--- config.mk ---
export PLATFORM = sky130hd
export DESIGN_NAME = serializador_tupla6
export DESIGN_NICKNAME = d
export VERILOG_FILES = /design/src/rtl/serializador_tupla6.sv
export SDC_FILE = /design/constraint.sdc
export NUM_CORES = 1
export LEC_CHECK = 0
export CORE_MARGIN = 8
export CORE_UTILIZATION = 57
export CTS_CLUSTER_DIAMETER = 120
export DETAILED_ROUTE_END_ITERATION = 16
export DONT_BUFFER_PORTS = 1
export PLACE_DENSITY = 0.72
export SLEW_MARGIN = 20
export SYNTH_ARGS = -nofsm -noshare
export SYNTH_HDL_FRONTEND = slang
export SYNTH_SLANG_ARGS = --single-unit
--- constraint.sdc ---
create_clock -name Reloj -period 1.7 [get_ports Reloj]
set_input_delay 0.255 -clock Reloj [delete_from_list [all_inputs] [get_ports Reloj]]
set_output_delay 0.255 -clock Reloj [all_outputs]
set_load 0.01 [all_outputs]
--- src/rtl/serializador_tupla6.sv ---
// ==========================================================================
// serializador_tupla6 : framed serial transmitter for a parallel tuple
//   frame = start(0), ANCHO data bits LSB first, parity, stop(1)
// Revision: 1.0
// ==========================================================================
`default_nettype none

module serializador_tupla6 #(
  parameter int ANCHO       = 6,
  parameter int DIV         = 4,
  parameter int PARIDAD_PAR = 1
) (
  input  logic             Reloj,
  input  logic             Reiniciar,
  input  logic [ANCHO-1:0] Tupla,
  input  logic             Valido,
  output logic             Listo,
  output logic             Salida,
  output logic             Ocupado,
  output logic             Fin
);

  localparam int c_div_w = (DIV > 1) ? $clog2(DIV) : 1;
  localparam int c_bit_w = (ANCHO > 1) ? $clog2(ANCHO) : 1;
  localparam logic [c_div_w-1:0] c_div_max = c_div_w'(DIV - 1);
  localparam logic [c_bit_w-1:0] c_bit_max = c_bit_w'(ANCHO - 1);

  typedef enum logic [2:0] {
    REPOSO  = 3'd0,
    INICIO  = 3'd1,
    DATOS   = 3'd2,
    PARIDAD = 3'd3,
    PARADA  = 3'd4
  } estado_t;

  estado_t            state_q, state_d;
  logic [c_div_w-1:0] div_q, div_d;
  logic [c_bit_w-1:0] bit_q, bit_d;
  logic [ANCHO-1:0]   shreg_q, shreg_d;
  logic               par_q, par_d;
  logic               salida_q, salida_d;
  logic               listo_q, listo_d;
  logic               ocupado_q, ocupado_d;
  logic               fin_q, fin_d;
  logic               wrap;

  always_comb begin
    state_d = state_q;
    div_d   = div_q;
    bit_d   = bit_q;
    shreg_d = shreg_q;
    par_d   = par_q;
    fin_d   = 1'b0;
    wrap    = (div_q == c_div_max);

    if (state_q != REPOSO) begin
      div_d = wrap ? '0 : div_q + 1'b1;
    end

    case (state_q)
      REPOSO: begin
        if (Valido) begin
          state_d = INICIO;
          div_d   = '0;
          bit_d   = '0;
          shreg_d = Tupla;
          par_d   = (PARIDAD_PAR != 0) ? ^Tupla : ~(^Tupla);
        end
      end
      INICIO: begin
        if (wrap) begin
          state_d = DATOS;
          bit_d   = '0;
        end
      end
      DATOS: begin
        // The line always shows shreg_q[0]; shifting on wrap exposes the next bit.
        if (wrap) begin
          if (bit_q == c_bit_max) begin
            state_d = PARIDAD;
          end else begin
            bit_d   = bit_q + 1'b1;
            shreg_d = shreg_q >> 1;
          end
        end
      end
      PARIDAD: begin
        if (wrap) state_d = PARADA;
      end
      PARADA: begin
        if (wrap) begin
          state_d = REPOSO;
          fin_d   = 1'b1;
        end
      end
      default: state_d = REPOSO;
    endcase

    // Outputs are decoded from the next state so that they land in flops.
    case (state_d)
      INICIO:  salida_d = 1'b0;
      DATOS:   salida_d = shreg_d[0];
      PARIDAD: salida_d = par_d;
      default: salida_d = 1'b1;
    endcase
    listo_d   = (state_d == REPOSO);
    ocupado_d = ~listo_d;
  end

  always_ff @(posedge Reloj or negedge Reiniciar) begin
    if (!Reiniciar) begin
      state_q   <= REPOSO;
      div_q     <= '0;
      bit_q     <= '0;
      shreg_q   <= '0;
      par_q     <= 1'b0;
      salida_q  <= 1'b1;
      listo_q   <= 1'b1;
      ocupado_q <= 1'b0;
      fin_q     <= 1'b0;
    end else begin
      state_q   <= state_d;
      div_q     <= div_d;
      bit_q     <= bit_d;
      shreg_q   <= shreg_d;
      par_q     <= par_d;
      salida_q  <= salida_d;
      listo_q   <= listo_d;
      ocupado_q <= ocupado_d;
      fin_q     <= fin_d;
    end
  end

  assign Salida  = salida_q;
  assign Listo   = listo_q;
  assign Ocupado = ocupado_q;
  assign Fin     = fin_q;

endmodule

`default_nettype wire

==> Word level (Yosys, flattened, before mapping) <==
Cells that the tools add are included.
W data, S select, Z words.
{ "word_totals": {"inputBits": 9, "output_inout_bits": 4, "word_cells": 59, "reg_bits": 19} }
{ "classes": {"n_reduce_logical": 8, "muxes": 25, "eq_ne": 13, "bitwise": 1, "n_addsub": 2} }
{ "op_table": {"columns": ["op", "count"], "rows": [
  ["$mux W3", 10],
  ["$mux W6", 3],
  ["$pmux W3 S5", 1],
  ["$eq A3 B2 Y1 const B", 4],
  ["$pmux W6 S2", 1],
  ["$pmux W3 S3", 1],
  ["$mux W2", 4],
  ["$ne A2 B2 Y1 const B", 4],
  ["$eq A3 B1 Y1 const B", 2],
  ["$eq A3 B3 Y1 const B", 2],
  ["$logic_not A3 Y1", 2],
  ["$reduce_bool A3 Y1", 2],
  ["$reduce_xor A6 Y1", 1],
  ["$reduce_and A5 Y1", 1],
  ["$mux W1", 4],
  ["$reduce_and A4 Y1", 1],
  ["$add A3 B1 Y3 const B", 1],
  ["$pmux W1 S3", 1],
  ["$add A2 B1 Y2 const B", 1],
  ["$eq A2 B2 Y1 const B", 1],
  ["$reduce_bool A2 Y1", 1],
  ["$not A1 Y1", 1]
]} }

==> Longest topological paths before layout <==
{ "logic_depth": {"depth_word": 6, "ltp_mapped": 6, "mapped_depth_nobuf": 6} }

==> Worst setup path before layout <==
No wires, ideal clock.
{ "synth_path": {"kind": "register -> register", "startpoint": "register div_q[0]", "endpoint": "register ocupado_q, in the netlist Ocupado", "t_required_ns": 1.565, "setup_ns": 0.135, "stages_incl_launch_ff": 6, "setup_slack_ns": 0.250, "arrival_ns": 1.315, "path_buffers": 0, "path_cell_list": "dfrtp_1 ha_1 nand2_1 xnor2_2 nor2_1 or3_4"} }
{ "synth_between": {"elab_chain_cells": 5, "elab_cells_between_ends": 8} }
{ "synth_lines": {"columns": ["item", "line", "rtl"], "rows": [
  ["start, declared", "37", "logic [c_div_w-1:0] div_q, div_d;"],
  ["start signal, assigned", "123", "div_q <= div_d;"],
  ["$eq A2 B2 Y1 (*)", "54", "wrap = (div_q == c_div_max);"],
  ["$mux W3 (on tied branches)", null, null],
  ["$pmux W3 S5 (*)", "60", "case (state_q)"],
  ["via state_d[1]", "36", "estado_t state_q, state_d;"],
  ["$logic_not A3 Y1 (*)", "106", "listo_d = (state_d == REPOSO);"],
  ["$not A1 Y1 (*)", "107", "ocupado_d = ~listo_d;"],
  ["via ocupado_d", "43", "logic ocupado_q, ocupado_d;"],
  ["end signal, assigned", "129", "ocupado_q <= ocupado_d;"],
  ["end, declared", "43", null]
]} }
Mark *: on every way through the listed nets, which the timed path passes. The rest lies on a longest branch.
A chain may end at the register's enable or synchronous reset.

==> Worst setup path in the final report <==
{ "layout_path": {"startpoint": "register bit_q[0]", "endpoint": "register bit_q[1]"} }
{ "layout_between": {"elab_chain_cells": 4, "elab_cells_between_ends": 7} }
{ "layout_lines": {"columns": ["item", "line", "rtl"], "rows": [
  ["start, declared", "38", "logic [c_bit_w-1:0] bit_q, bit_d;"],
  ["start signal, assigned", "124", "bit_q <= bit_d;"],
  ["$add A3 B1 Y3", "82", "bit_d = bit_q + 1'b1;"],
  ["$mux W3", "79", "if (bit_q == c_bit_max) begin"],
  ["$mux W3", "78", "if (wrap) begin"],
  ["$pmux W3 S3", "60", null]
]} }
Several ways; a longest one is shown, not always the timed one. The select of a mux whose other input is x is not followed.

==> flow_metrics.env <==
export IMPL_synth_edf_count=0
export IMPL_reg2reg_depth=5
export IMPL_fmax_ghz=0.6445
export IMPL_grt_overflow_total=0
export IMPL_status="completed"
export IMPL_rows=15
export IMPL_fin_util_pct=61.80
export IMPL_finalSetupTns_ps=0
export IMPL_core_um2=1670
export IMPL_grt_pass1_vias=685
export IMPL_yosysMostFrequentCell="dfrtp_1"
export IMPL_critPathMaxFanout=3
export IMPL_drv_slew=0
export IMPL_cts_made_buffers=3
export IMPL_ys_seq_area_share_pct=48.85
export IMPL_wl_per_cell_um=15.16
export IMPL_die_w_um=57.43
export IMPL_place_ws_ps=112.9
export IMPL_critical_path_class="reg2reg"
export IMPL_grt_pass1_wl_um=3015
export IMPL_area_delta_synth_final_pct=5.499
export IMPL_regToRegSetupSlack_ps=150
export IMPL_cts_setup_buffers=0
export IMPL_firstDrtPassIters=4
export IMPL_endpoint_kind="flop"
export IMPL_rsz0062_at_grt="no"
export IMPL_yosys_top_cells_area="dfrtp_1, dfstp_2, xnor2_1, ha_1, nand2_1"
export IMPL_track_usage_pct=11.70
export IMPL_worstHoldPathType="in2reg"
export IMPL_rr_endpoint="bit_q[1]"
export IMPL_io_pins=13
export IMPL_vias_per_cell=5.848
export IMPL_syn_num_nets=102
export IMPL_yosys_area_top_type_share_pct=43.48
export IMPL_fin_ws_ps=148.5
export IMPL_antenna_found_initial=0
export IMPL_critPathMaxStageDelay_ps=420
export IMPL_wl_um=1698
export IMPL_gp_congestion=0.7633
export IMPL_setup_worst_path_start="bit_q[0]"
export IMPL_cts_tree="done"
export IMPL_drt_iter0_drc=10
export IMPL_synth_warnings=0
export IMPL_max_slew_margin_rel_pct=45.75
export IMPL_gr_usage_met3_pct=2.466
export IMPL_ctsRootBufferMaster="clkbuf_4"
export IMPL_grt_util_met1_pct=13.72
export IMPL_grt_max_degree=20
export IMPL_skew_ps=2.173
export IMPL_p_leak_uw=0.0004455
export IMPL_ant_nets=0
export IMPL_hpwl_um=1308
export IMPL_vias=655
export IMPL_yosysTopAreaCell="dfrtp_1"
export IMPL_final_setup_viol_count=0
export IMPL_clk_pin_slew_ps=100
export IMPL_die_y_um=57.43
export IMPL_clk_latency_ps=290
export IMPL_synth_async_reset_ratio_pct=100.0
export IMPL_seq_area_um2=478.0
export IMPL_drv_cap=0
export IMPL_die_area_um2=3298
export IMPL_num_antenna_cells=0
export IMPL_worstPathArrival_ps=1720
export IMPL_peakVddDrop_uv=753.5
export IMPL_cts_sinks=19
export IMPL_crit_end="bit_q[1]"
export IMPL_fin_crit_ps=1551
export IMPL_reg2reg_from="bit_q[0]"
export IMPL_ys_flop_type="dfrtp_1"
export IMPL_synth_cell_types=38
export IMPL_layout_drive_gt1_share_pct=24.21
export IMPL_route_detailed_drc=0
export IMPL_synthCells=90
export IMPL_ys_ff_latch=19
export IMPL_fin_nets=108
export IMPL_clock_path_buffers=2
export IMPL_hold_viol=0
export IMPL_met2_usage_pct=19.29
export IMPL_avgSynthCellArea_um2=10.87
export IMPL_grt_busiest_layer="met2"
export IMPL_slowest_stage="dfrtp_1"
export IMPL_period_share_pct=91.26
export IMPL_cts_htree_levels=1
export IMPL_p_per_area_nw_per_um2=1748
export IMPL_required_ps=1870
export IMPL_start_kind="flop"
export IMPL_start_util_pct=58.58
export IMPL_synth_commonest_cells="dfrtp_1, nand2_1, o21ai_0, nor2_1, xnor2_1"
export IMPL_crit_chain="ha_1 -> a211oi_1 -> o21ai_0 -> a21oi_1 -> o22ai_1"
export IMPL_numPortBuffers=0
export IMPL_tightest_slew_ps=811.0
export IMPL_syn_area_um2=978.4
export IMPL_n_fill_cell=124
export IMPL_multi_input_area_um2=454.2
[layout by cell type, fill, tap and decap left out, types with 2 or more instances in the layout]
cell type,instances
inv_1,3
xnor2_1,5
dfrtp_1,17
ha_1,2
nor2_1,5
inv_2,2
o21ai_0,6
a22o_1,2
a21oi_1,4
dfstp_2,2
buf_4,3
clkbuf_4,3
nand3b_1,2
nand2_1,9
a22oi_1,4
[where the power goes]
group / leakage, uW / switching [uW] / internal (uW)
Combinational: 0.000195 / 401 / 343
Clock: 0.0000177 / 130 / 87.4
Sequential: 0.000233 / 188 / 656
Total: 0.000445 / 718 / 1090
[metrics by stage]
stage / total power (uW) / std cells / hold slack (ps) / instance area, um2
after floorplan: 1441 / 90 / -40.59 / 978.4
after global placement: 1558 / 107 / -40.02 / 992.2
after detailed placement: 1585 / 107 / -39.93 / 992.2
after CTS: 1820 / 112 / 90.19 / 1030
after global routing: 1968 / 112 / 75.42 / 1032
final: 1804 / 112 / 98.98 / 1032
[logic make-up (layout without fill, tap and decap cells)]
family / after synthesis / in the layout / share of synthesized area [%]
buf+inv: 8 / 13 / 4.988
xor+xnor: 6 / 6 / 6.138
compound gates: 27 / 27 / 20.72
simple gates: 26 / 26 / 14.45
flops: 19 / 19 / 48.85
fa+ha+maj: 3 / 3 / 3.837
mux: 1 / 1 / 1.023
[state kept, by name, summed over array words and instances (netlist names)]
name / count
div_q: 2
Listo: 1
par_q: 1
state_q: 3
bit_q: 3
Salida: 1
Ocupado: 1
Fin: 1
shreg_q: 6
[layer usage]
| metal | vias to the layer above | routed length, um |
|---|---|---|
| met3 | 2 | 74 |
| met5 | - | 0 |
| met2 | 12 | 837 |
| li1 | 328 | - |
| met4 | 0 | 10 |
| met1 | 313 | 775 |
[layout make-up]
class | instances | area share (%)
multi-input combinational | 63 | 44.00
clock buffer | 3 | 2.182
clock inverter | 1 | 0.4848
tap | 17 | 2.061
timing repair buffer | 4 | 3.152
inverter | 5 | 1.818
sequential | 19 | 46.30
[critical path: cells and delay by family (launching register included)]
kind	cells	cell delay [ps]
compound gates	4	750
flops	1	420
fa+ha+maj	1	270
[worst min-delay path by stage]
stage	depth (start not counted)	startpoint	slack [ps]	end
final	1	Tupla[5]	100	shreg_q[5]
after global routing	1	Tupla[5]	80	shreg_q[5]
after CTS	1	Tupla[5]	90	shreg_q[5]
after detailed placement	0	Reiniciar	-40	Fin
after global placement	0	Reiniciar	-40	Fin
after floorplan	0	Reiniciar	-40	Fin
[repair_timing]
item	CTS	global route
resized for setup	0	1
hold endpoints to repair	19	0
setup endpoints to repair	0	4
hold buffers	1	0
Power figures use the tool's default switching activity.
